## config.mk

```make
export PLATFORM = sky130hd
export DESIGN_NAME = lz77_code_feeder
export DESIGN_NICKNAME = d
export VERILOG_FILES = /design/src/rtl/lz77_pkg.sv /design/src/rtl/lz77_code_fifo.sv /design/src/rtl/lz77_code_feeder.sv
export SDC_FILE = /design/constraint.sdc
export NUM_CORES = 1
export LEC_CHECK = 0
export BUFFER_PORTS_ARGS = -buffer_cell sky130_fd_sc_hd__buf_2
export CORE_AREA = 2 2 119 121
export DETAILED_ROUTE_END_ITERATION = 16
export DIE_AREA = 0 0 121 123
export GPL_ROUTABILITY_DRIVEN = 0
export GPL_TIMING_DRIVEN = 0
export SYNTH_ARGS = -nofsm -noshare
export SYNTH_HDL_FRONTEND = slang
export SYNTH_SLANG_ARGS = --single-unit
```

## constraint.sdc

```tcl
create_clock -name clk -period 4.46 [get_ports clk]
set_input_delay 0.446 -clock clk [delete_from_list [all_inputs] [get_ports clk]]
set_output_delay 0.446 -clock clk [all_outputs]
set_load 0.005 [all_outputs]
```

## src/rtl/lz77_pkg.sv

```systemverilog
// Shared types for the LZ77 decoder front end: codeword layout, end marker, feeder states.
package lz77_pkg;

  typedef struct packed {
    logic [3:0] pos;
    logic [2:0] len;
    logic [7:0] ch;
  } code_t;

  localparam logic [7:0] END_CHAR = 8'h24;

  typedef enum logic [1:0] {IDLE, HOLD, END} state_t;

endpackage

```

## src/rtl/lz77_code_fifo.sv

```systemverilog
// Synchronous DEPTH-entry codeword FIFO; a push when full or a pop when empty is ignored.
module lz77_code_fifo
  import lz77_pkg::*;
#(
  parameter int DEPTH = 8
) (
  input  logic                       clk,
  input  logic                       reset,
  input  logic                       push,
  input  code_t                      wdata,
  input  logic                       pop,
  output code_t                      rdata,
  output logic                       full,
  output logic                       empty,
  output logic [$clog2(DEPTH):0]     count
);

  localparam int AW = $clog2(DEPTH);
  localparam int CW = AW + 1;

  code_t         mem [DEPTH];
  logic [AW-1:0] wptr, rptr;
  logic          do_push, do_pop;

  assign full    = (count == CW'(DEPTH));
  assign empty   = (count == '0);
  assign do_push = push & ~full;
  assign do_pop  = pop & ~empty;
  assign rdata   = mem[rptr];

  always_ff @(posedge clk or negedge reset) begin
    if (!reset) begin
      wptr  <= '0;
      rptr  <= '0;
      count <= '0;
    end else begin
      if (do_push) wptr <= wptr + 1'b1;
      if (do_pop)  rptr <= rptr + 1'b1;
      count <= count + CW'(do_push) - CW'(do_pop);
    end
  end

  // Storage needs no reset: entries are only read once count covers them.
  always_ff @(posedge clk) begin
    if (do_push) mem[wptr] <= wdata;
  end

endmodule

```

## src/rtl/lz77_code_feeder.sv

```systemverilog
// Presents buffered codewords to the decoder, one per len+1-cycle window; parks after END_CHAR.
module lz77_code_feeder #(
  parameter int         DEPTH    = 8,
  parameter logic [7:0] END_CHAR = lz77_pkg::END_CHAR
) (
  input  logic                   clk,
  input  logic                   reset,
  input  logic                   in_valid,
  output logic                   in_ready,
  input  logic [3:0]             in_pos,
  input  logic [2:0]             in_len,
  input  logic [7:0]             in_char,
  output logic [3:0]             code_pos,
  output logic [2:0]             code_len,
  output logic [7:0]             chardata,
  output logic                   code_valid,
  output logic                   code_first,
  output logic                   stream_end,
  input  logic                   dec_finish,
  output logic [$clog2(DEPTH):0] fifo_count
);

  import lz77_pkg::*;

  state_t     state, state_nx;
  code_t      in_code, head;
  logic       full, empty, pop;
  logic [2:0] cnt;

  assign in_code = '{pos: in_pos, len: in_len, ch: in_char};

  lz77_code_fifo #(.DEPTH(DEPTH)) u_fifo (
    .clk   (clk),
    .reset (reset),
    .push  (in_valid & in_ready),
    .wdata (in_code),
    .pop   (pop),
    .rdata (head),
    .full  (full),
    .empty (empty),
    .count (fifo_count)
  );

  assign in_ready   = ~full & (state != END);
  assign code_valid = (state == HOLD);
  assign stream_end = (state == END);

  always_ff @(posedge clk or negedge reset) begin
    if (!reset) state <= IDLE;
    else        state <= state_nx;
  end

  // Pop decisions use the registered count, so a fresh push is never bypassed.
  always_comb begin
    state_nx = state;
    pop      = 1'b0;
    case (state)
      IDLE: if (!empty) begin
        pop      = 1'b1;
        state_nx = HOLD;
      end
      HOLD: if (cnt == '0) begin
        if (chardata == END_CHAR) state_nx = END;
        else if (!empty)          pop      = 1'b1;
        else                      state_nx = IDLE;
      end
      END:  if (dec_finish) state_nx = IDLE;
      default: state_nx = IDLE;
    endcase
  end

  always_ff @(posedge clk or negedge reset) begin
    if (!reset) begin
      code_pos   <= '0;
      code_len   <= '0;
      chardata   <= '0;
      code_first <= 1'b0;
      cnt        <= '0;
    end else begin
      code_first <= pop;
      if (pop) begin
        code_pos <= head.pos;
        code_len <= head.len;
        chardata <= head.ch;
        cnt      <= head.len;
      end else if (state == HOLD && cnt != '0) begin
        cnt <= cnt - 1'b1;
      end
    end
  end

endmodule
```

==> impl_metrics.yaml <==
die:
  io_pins: 42
  core_sq_um: 13600
  fp-row-count: 43
  initial_core_util_pct: 44.5
  die_w_um: 121
  die_y_um: 123
  dieArea_sq_um: 14900
timing:
  worst_slack_ps: 1270
  max_freq_mhz: 313
  fin_crit_sh_pct: 71.6
  tightest_slew_ps: 1010
  finalSetupViolCount: 0
  period_needed_ps: 3190
  fin_tns_setup_ps: 0
  finalMaxSlewViolations: 0
  grt_setup_unrepaired: "no"
  hold_viol: 0
  clock-skew-final_ps: 6.00
  max_slew_margin_pct: 32.0
synth:
  synthesis.area_sq_um: 6050
  async_flop_share_pct: 20.5
  ys.flop_type: "edfxtp_1"
  synth.area.top_cells: "edfxtp_1, dfrtp_1, mux4_2"
  synth_fp_nets: 334
  synth_area_per_cell_sq_um: 19.9
  synth_top_area_share_pct: 59.6
  syn_inst: 304
  synth.largest_area_cell: "edfxtp_1"
  ys_types: 35
  ys_seq_elements: 151
  synth_edf_count: 120
  seq_area_frac_synth_pct: 72.4
  ys_warn_count: 0
clock_tree:
  ctsHoldBuffers: 0
  numCtsBuffers: 17
  cts_tree: "yes"
  cts_resized: 0
  post_cts_buffers: 0
  cts_sinks: 151
  htreeDepth: 4
  clk_pin_slew_ps: 60
  clock_path_buffers: 2
  clock-root-buffer: "clkbuf_16"
  worstSkewPairLatency_ps: 410
cells_and_area:
  area_growth_pct: 19.7
  stdcell_count: 567
  drive_above_1_share_pct: 39.0
  layout_common_cells: "edfxtp_1, buf_2, dfrtp_1"
  layout_commonest_cell: "edfxtp_1"
  antennaDiodeCount: 0
  fin_nets: 404
status:
  status: "finished clean"
detailed_routing:
  wl_mm: 11.9
  ant_nets: 0
  dr.pass1.iters: 6
  drt_iter0_drc: 221
  drcViolationCount: 0
  viasPerCell: 5.24
  num_vias: 2969
  wl_per_cell_um: 20.9
grt:
  grt_pass1_vias: 3132
  grt_max_degree: 32
  grt_pass1_wl_mm: 18.2
  overflow: 0
  antenna_found_initial: 0
  track_usage_pct: 17.4
worst_setup_path:
  path_max_fanout: 8
  worstPathRequired_ps: 4760
  cp.arrival_ps: 3490
  path_class: "reg2reg"
  cp-end-kind: "flop"
  r2r_cells: 10
  cp-start-kind: "flop"
flow_run:
  drv_cap: 0
min_path:
  hp-class: "in2async"
place:
  pre_cts_ws_ps: 1260
  port_buffers: 41
  dp.cells: 535
  place.detailed.hpwl_mm: 7.74
power:
  power_density_nw_per_um2: 687
  ir_worst_vdd_uv: 315
  finalPower_mw: 4.98
  p_leak_nw: 2.64
==> sequential cells by signal (all words and copies together) (netlist names) <==
register / flops
chardata: 8
code_pos: 4
u_fifo.rptr: 3
code_len: 3
u_fifo.mem: 120
u_fifo.count: 4
u_fifo.wptr: 3
cnt: 3
state: 2
code_first: 1
==> cells by family after synthesis <==
logic type                 share of synthesized area, %
adders and majority gates                          2.40
AOI/OAI and AO/OA                                  2.48
and+or+nand+nor                                    2.40
xor gates and xnor gates                           1.01
muxes                                              17.3
DFF                                                72.4
buffers and inverters                              2.05
==> power by group <==
group	internal, mW	switching [mW]
sequential	1.84	0.149
combinational	0.798	0.744
clock	0.925	0.522
==> worst max-delay path, stage by stage, from the launching register on <==
cell      delay [ps]
dfrtp_1          430
nor4b_1          880
a21boi_1         260
o21ai_4          370
inv_1             80
ha_1             270
inv_1             50
ha_1             150
inv_1             60
fa_1             390
xnor2_1          140
==> per-layer routing <==
metal	track usage (%)	share of wire, %
met5	0	0
met1	23.9	46
met3	4.52	4.2
met2	27.3	48
met4	5.89	0.99
==> area by class of cell <==
cell class | instances | area [sq um]
flip-flops and latches | 151 | 4380
well taps | 180 | 225
clock inverters | 12 | 158
fillers | 1067 | 6370
clock buffers | 20 | 437
multi-input cells | 126 | 1570
plain buffers | 9 | 53.8
repair buffers | 51 | 349
inverters | 18 | 70.1
==> cells in the mapped netlist, types with 2 or more instances <==
master / number
a211oi_1: 3
a21o_1: 2
a21oi_1: 7
buf_2: 3
clkbuf_1: 5
dfrtp_1: 31
edfxtp_1: 120
ha_1: 10
inv_1: 17
mux2_2: 20
mux2_4: 9
mux4_2: 30
nand2_1: 5
nand2b_1: 4
nor2_1: 9
nor2b_1: 2
nor3_1: 3
nor4b_1: 2
xnor2_1: 5
xor2_1: 2
==> stage by stage <==
step           hold slack [ps]  instance area, sq um  util, %
2_1_floorplan              150                  6050        -
3_3_place_gp               494                  6480     47.6
3_5_place_dp               496                  6650     48.9
4_1_cts                    132                  7240     53.2
5_1_grt                    163                  7240     53.2
6_report                   119                  7240     53.2
==> path summary, 6_finish.rpt <==
kind / slack, ps / start / to
setup / recovery: 1270 / chardata[7]$_DFFE_PN0N_ / u_fifo.count[2]$_DFF_PN0_
max in group asynchronous: 3830 / reset / chardata[6]$_DFFE_PN0N_
hold / removal: 120 / reset / u_fifo.count[2]$_DFF_PN0_
min in group clk: 210 / dec_finish / state[1]$_DFFE_PN0P_
setup reg to reg: 1270 / chardata[7]$_DFFE_PN0N_ / u_fifo.count[2]$_DFF_PN0_
hold reg to reg: 510 / code_pos[3]$_DFFE_PN0N_ / code_pos[3]$_DFFE_PN0N_
No activity file was read; power rests on OpenSTA's default activity.
